$ cat config.mk
export PLATFORM = sky130hd
export DESIGN_NAME = wm_pixel_fetch
export DESIGN_NICKNAME = d
export VERILOG_FILES = /design/src/rtl/wm_pixel_fetch.sv
export SDC_FILE = /design/constraint.sdc
export NUM_CORES = 2
export LEC_CHECK = 0
export CAP_MARGIN = 20
export CORE_ASPECT_RATIO = 1.5
export CORE_MARGIN = 5
export CORE_UTILIZATION = 58
export DETAILED_ROUTE_END_ITERATION = 12
export PLACE_DENSITY_LB_ADDON = 0.15
export SYNTH_ARGS = -nofsm -noshare
export SYNTH_HDL_FRONTEND = slang
export SYNTH_SLANG_ARGS = --single-unit
$ cat constraint.sdc
create_clock -name clk -period 3.4 [get_ports clk]
set_input_delay 1.02 -clock clk [delete_from_list [all_inputs] [get_ports clk]]
set_output_delay 1.02 -clock clk [all_outputs]
set_load 0.1 [all_outputs]
$ cat src/rtl/wm_pixel_fetch.sv
// Pixel/neighbour/watermark-symbol feeder for the watermark insertion stage.
// Optional build macro WM_EMBED_BORDER_EN: row 0 and column 0 also consume symbols.
module wm_pixel_fetch #(
  parameter int IMG_W  = 256,
  parameter int IMG_H  = 256,
  parameter int DATA_W = 8
) (
  input  logic              clk,
  input  logic              rst,
  input  logic              start,
  input  logic [DATA_W-1:0] pix_in,
  input  logic              pix_valid,
  output logic              pix_ready,
  input  logic [7:0]        wm_byte,
  input  logic              wm_valid,
  output logic              wm_ready,
  output logic [DATA_W-1:0] Data1,
  output logic [DATA_W-1:0] Data2,
  output logic [DATA_W-1:0] Data3,
  output logic [DATA_W-1:0] Data4,
  output logic [1:0]        WM_data,
  output logic              out_valid,
  input  logic              out_ready,
  output logic              busy,
  output logic              done
);

  localparam int CW = (IMG_W > 1) ? $clog2(IMG_W) : 1;
  localparam int RW = (IMG_H > 1) ? $clog2(IMG_H) : 1;
  localparam logic [CW-1:0] COL_LAST = CW'(IMG_W - 1);
  localparam logic [RW-1:0] ROW_LAST = RW'(IMG_H - 1);

  typedef enum logic [1:0] {S_IDLE, S_RUN, S_DONE} state_t;

  // Symbol 11 is reserved and goes out as "no watermark".
  function automatic logic [1:0] sym_clean(input logic [1:0] s);
    return (s == 2'b11) ? 2'b00 : s;
  endfunction

  state_t            state;
  logic [CW-1:0]     col;
  logic [RW-1:0]     row;
  logic [DATA_W-1:0] line_buf [IMG_W];
  logic [DATA_W-1:0] left_p0;
  logic [DATA_W-1:0] upleft_p0;
  logic [7:0]        sym_reg;
  logic [1:0]        sym_idx;
  logic              sym_full;
  logic              tail;

  logic [DATA_W-1:0] d1_p1, d2_p1, d3_p1, d4_p1;
  logic [1:0]        wm_p1;
  logic              vld_p1;
  logic              busy_r, done_r;

  logic              col_first, row_first, eligible, last_pix;
  logic              accept, consume, wm_load, pix_ready_c, wm_ready_c;
  logic [DATA_W-1:0] up_raw, n_d2, n_d3, n_d4;
  logic [1:0]        sym_sel, n_wm;

  // Stage p0: handshakes, neighbour selection with edge replication
  assign col_first = (col == '0);
  assign row_first = (row == '0);
  assign last_pix  = (col == COL_LAST) && (row == ROW_LAST);
`ifdef WM_EMBED_BORDER_EN
  assign eligible  = 1'b1;
`else
  assign eligible  = !col_first && !row_first;
`endif

  // tail blocks pixels of a following frame until the last bundle drains.
  assign pix_ready_c = (state == S_RUN) && !tail && (!vld_p1 || out_ready) &&
                       (!eligible || sym_full);
  assign wm_ready_c  = (state == S_RUN) && !sym_full;
  assign accept      = pix_valid && pix_ready_c;
  assign consume     = accept && eligible;
  assign wm_load     = wm_valid && wm_ready_c;

  assign up_raw  = line_buf[col];
  assign n_d2    = col_first ? pix_in : left_p0;
  assign n_d3    = row_first ? pix_in : up_raw;
  assign n_d4    = row_first ? n_d2 : (col_first ? up_raw : upleft_p0);
  assign sym_sel = sym_reg[{sym_idx, 1'b0} +: 2];
  assign n_wm    = eligible ? sym_clean(sym_sel) : 2'b00;

  always_ff @(posedge clk) begin
    if (accept) begin
      line_buf[col] <= pix_in;
      left_p0       <= pix_in;
      upleft_p0     <= up_raw;
    end
    if (wm_load) sym_reg <= wm_byte;
  end

  always_ff @(posedge clk) begin
    if (rst) begin
      state    <= S_IDLE;
      col      <= '0;
      row      <= '0;
      sym_idx  <= '0;
      sym_full <= 1'b0;
      tail     <= 1'b0;
      vld_p1   <= 1'b0;
      busy_r   <= 1'b0;
      done_r   <= 1'b0;
      d1_p1    <= '0;
      d2_p1    <= '0;
      d3_p1    <= '0;
      d4_p1    <= '0;
      wm_p1    <= '0;
    end else begin
      done_r <= 1'b0;
      case (state)
        S_IDLE: if (start) begin
          state  <= S_RUN;
          busy_r <= 1'b1;
          col    <= '0;
          row    <= '0;
          tail   <= 1'b0;
        end
        S_RUN: if (vld_p1 && out_ready && tail) begin
          state  <= S_DONE;
          done_r <= 1'b1;
        end
        S_DONE: begin
          state    <= S_IDLE;
          busy_r   <= 1'b0;
          sym_full <= 1'b0;
          tail     <= 1'b0;
        end
        default: state <= S_IDLE;
      endcase

      if (accept) begin
        if (col == COL_LAST) begin
          col <= '0;
          row <= (row == ROW_LAST) ? '0 : row + RW'(1);
        end else begin
          col <= col + CW'(1);
        end
        if (last_pix) tail <= 1'b1;
      end

      if (wm_load) begin
        sym_idx  <= '0;
        sym_full <= 1'b1;
      end else if (consume) begin
        sym_idx <= sym_idx + 2'd1;
        if (sym_idx == 2'd3) sym_full <= 1'b0;
      end

      // Stage p1: registered bundle, held while the consumer stalls
      if (accept) begin
        vld_p1 <= 1'b1;
        d1_p1  <= pix_in;
        d2_p1  <= n_d2;
        d3_p1  <= n_d3;
        d4_p1  <= n_d4;
        wm_p1  <= n_wm;
      end else if (out_ready) begin
        vld_p1 <= 1'b0;
      end
    end
  end

  assign pix_ready = pix_ready_c;
  assign wm_ready  = wm_ready_c;
  assign Data1     = d1_p1;
  assign Data2     = d2_p1;
  assign Data3     = d3_p1;
  assign Data4     = d4_p1;
  assign WM_data   = wm_p1;
  assign out_valid = vld_p1;
  assign busy      = busy_r;
  assign done      = done_r;

endmodule

==> run_results.csv <==
group,metric,value,unit
outcome,status,"complete, but fails checks",
outcome,violations,"negative setup slack",
yosys,avgSynthCellArea,20.6,um2
clock_tree,path_clk_slew,0.06,ns
sta,rsz0062_at_grt,"true",
yosys,synthArstFlopShare,0,%
clock_tree,cts-buffers-inserted,185,
yosys,synthFlopType,"edfxtp_1",
worst_setup_path,slowest_stage,"nor4_4",
finish,largest_register,"line_buf",
worst_setup_path,critical_path_buf_inv_count,1,
yosys,synthesis.area,83300,um2
worst_setup_path,crit_type,"flop to output pin",
yosys,syn-num-nets,4074,
worst_setup_path,worstPathCellList,"nor4_4 > nand3_2 > nand2_2 > nor2_1 > nor4_4 > buf_12",
yosys,syn_inst,4045,
global_route,grt_pass1_wl,305,mm
worst_setup_path,critPathTopFamily,"simple AND/OR/NAND/NOR gates",
sta,finalClockSkew,0.0316,ns
die,die_width,319,um
die,rows,170,
sta,whs,0.464,ns
worst_setup_path,r2r_cells,11,
worst_setup_path,crit_start,"col[7]",
sta,maxSlewViolCount,0,
power_and_ir_drop,ir_drop,0.000689,V
global_route,grt_pass1_vias,44318,
clock_tree,clock_sinks,2139,
worst_setup_path,r2r_slack,0.07,ns
routing,num_vias,43079,
sta,hold_violations,0,
clock_tree,htreeDepth,4,
yosys,yosys_register_bits,2139,
power_and_ir_drop,p_leak,30.8,nW
sta,final.setup.worst_slack,-0.0305,ns
die,dieArea,151000,um2
global_route,grt_overflow,0,
yosys,synth-seq-area-share,76.3,%
clock_tree,clk_latency,0.82,ns
sta,slew-limit-headroom,37.9,%
finish,layout-area-overhead-vs-synth,16.3,%
run,cap_violations,0,
worst_setup_path,worstSetupEndpointType,"output pin",
placement,io_buffers,60,
finish,n_fill_cell,9134,
yosys,yosysWarnings,0,
worst_setup_path,required,2.38,ns
sta,worst_slew_pin_slew,0.932,ns
yosys,synth_enable_flop_cells,2072,
routing,wl_per_cell,31.0,um
worst_setup_path,cp-start-kind,"flop",
global_route,antenna_found_initial,4,
routing,ant_nets,0,
worst_setup_path,slowest_delay,0.38,ns
clock_tree,clock_path_buffers,3,
sta,fmax,292,MHz
clock_tree,postCtsHoldBufs,0,
worst_setup_path,crit_fanout,2,
min_path,hold_class,"flop to flop",
placement,globalplace.congestion,0.926,
routing,drt-initial-drc-count,4480,
routing,firstDrtPassIters,5,
die,start_util,58.3,%
finish,layout_commonest_cell,"edfxtp_1",
die,die_y,474,um
yosys,ys_types,73,
sta,period_share,101,%
worst_setup_path,crit_path_frequent_cell,"nor4_4",
routing,drc,0,
sta,fin_crit,3.43,ns
min_path,min_path_cells,2,
clock_tree,cts_tree,"yes",
finish,largest_register_ffs,2048,
min_path,min_to,"Data1[0]",
clock_tree,cts-root-buf,"clkbuf_16",
routing,vias_per_cell,6.37,
sta,finalSetupViolations,1,
worst_setup_path,arrival,2.41,ns
finish,nets,4747,
die,io_pins,61,
finish,drive_gt1_share,32.1,%
power_and_ir_drop,p_per_area,538,nW/um2
routing,wl,209,mm
global_route,track_usage,27.9,%
global_route,grt_max_degree,93,
finish,final_area,96900,um2
worst_setup_path,rr_endpoint,"upleft_p0[1]",
placement,dpl.hpwl,139,mm
finish,layout.cells.most_common_list,"2072 x edfxtp_1, 633 x buf_4, 484 x mux4_2",
min_path,worstHoldStart,"Data1[0]",
die,fp.coreArea,143000,um2
placement,placedInstanceArea,90500,um2
## worst reg2reg max path: cells and delay by family (launching register included)
kind,cells,cell delay [ns]
buffers and inverters,5,0.90
AND/OR/NAND/NOR,2,0.58
flip-flops,1,0.46
multiplexers,1,0.52
AO/OA/AOI/OAI,3,0.63
## cell usage after synthesis (11+ instances only)
| cell type | instances | share of area [%] |
|---|---|---|
| a211oi_1 | 18 | 0.16 |
| a21oi_1 | 89 | 0.53 |
| a221oi_1 | 15 | 0.16 |
| a22o_1 | 16 | 0.17 |
| a22oi_1 | 58 | 0.52 |
| a31oi_1 | 13 | 0.098 |
| and3_1 | 11 | 0.083 |
| buf_2 | 54 | 0.32 |
| buf_4 | 43 | 0.39 |
| buf_6 | 40 | 0.54 |
| clkbuf_1 | 77 | 0.35 |
| dfxtp_1 | 67 | 1.6 |
| edfxtp_1 | 2072 | 75 |
| inv_1 | 17 | 0.077 |
| mux2_2 | 38 | 0.51 |
| mux2i_1 | 82 | 0.99 |
| mux4_1 | 14 | 0.44 |
| mux4_2 | 484 | 13 |
| nand2_1 | 103 | 0.46 |
| nand2b_1 | 16 | 0.12 |
| nand3_1 | 45 | 0.27 |
| nor2_1 | 322 | 1.5 |
| nor2b_1 | 24 | 0.18 |
| nor3_1 | 39 | 0.23 |
| nor4_1 | 12 | 0.090 |
| o211ai_1 | 16 | 0.14 |
| o21ai_0 | 47 | 0.28 |
| o221ai_1 | 11 | 0.12 |
| o22ai_1 | 75 | 0.56 |
## metrics by stage
step	utilization, %	TNS [ns]	setup slack, ns	total power, W	cells
after floorplan	-	0	0.186	0.0304	4045
after global placement	63.3	-21.07	-0.247	0.0312	6419
after detailed placement	63.3	-56.70	-0.299	0.0312	6419
after CTS	67.7	-0.0596	-0.0596	0.0524	6759
after global routing	67.8	-0.0947	-0.0947	0.0537	6764
final	67.8	-0.0305	-0.0305	0.0521	6764
## layout make-up
cell class / count / area [um2] / area share [%]
Inverter: 19 / 71.3 / 0.0736
Multi-Input combinational cell: 1650 / 18300 / 18.9
Tap cell: 1892 / 2370 / 2.44
Clock buffer: 225 / 4900 / 5.05
Antenna cell: 1 / 2.50 / 0.00258
Clock inverter: 115 / 1290 / 1.33
Sequential cell: 2139 / 63600 / 65.6
Timing Repair Buffer: 723 / 6400 / 6.60
## power by group
part	total (W)	switching [W]	internal, W
registers	0.0289	0.0000278	0.0289
clock network	0.0215	0.00920	0.0123
logic	0.00171	0.00112	0.000589
total	0.0521	0.0104	0.0418
## what timing repair did
item,CTS,global route
gates resized for setup,16,6
endpoints found under the setup margin,8,15
pin swaps,1,3
hold endpoints to repair,0,0
buffers inserted,0,2
gates cloned,0,2
## worst max-delay path by stage
stage,end,slack [ns],cells past startpoint
after floorplan,pix_ready,0.19,6
after global placement,line_buf[134][1],-0.25,11
after detailed placement,line_buf[134][5],-0.30,11
after CTS,pix_ready,-0.06,6
after global routing,pix_ready,-0.09,6
final,pix_ready,-0.03,6
## logic make-up (layout without fill, tap and decap cells)
family / after synthesis / after routing / share of synthesized area [%]
other cells: 0 / 1 / 0
compound gates: 397 / 397 / 3.13
xor+xnor: 2 / 2 / 0.0210
flops: 2139 / 2139 / 76.3
fa+ha+maj: 7 / 7 / 0.105
buf+inv: 256 / 1082 / 1.97
simple gates: 626 / 626 / 3.40
mux: 618 / 618 / 15.0
## metal layers
layer / global-route usage (%) / vias to the layer above / wire length (um)
met5: 0 / - / 0
met4: 12.6 / 0 / 11100
met3: 3.90 / 419 / 14300
met2: 49.1 / 1992 / 111000
met1: 34.8 / 22546 / 73000
li1: - / 18122 / -
(Power assumes the default switching activity.)
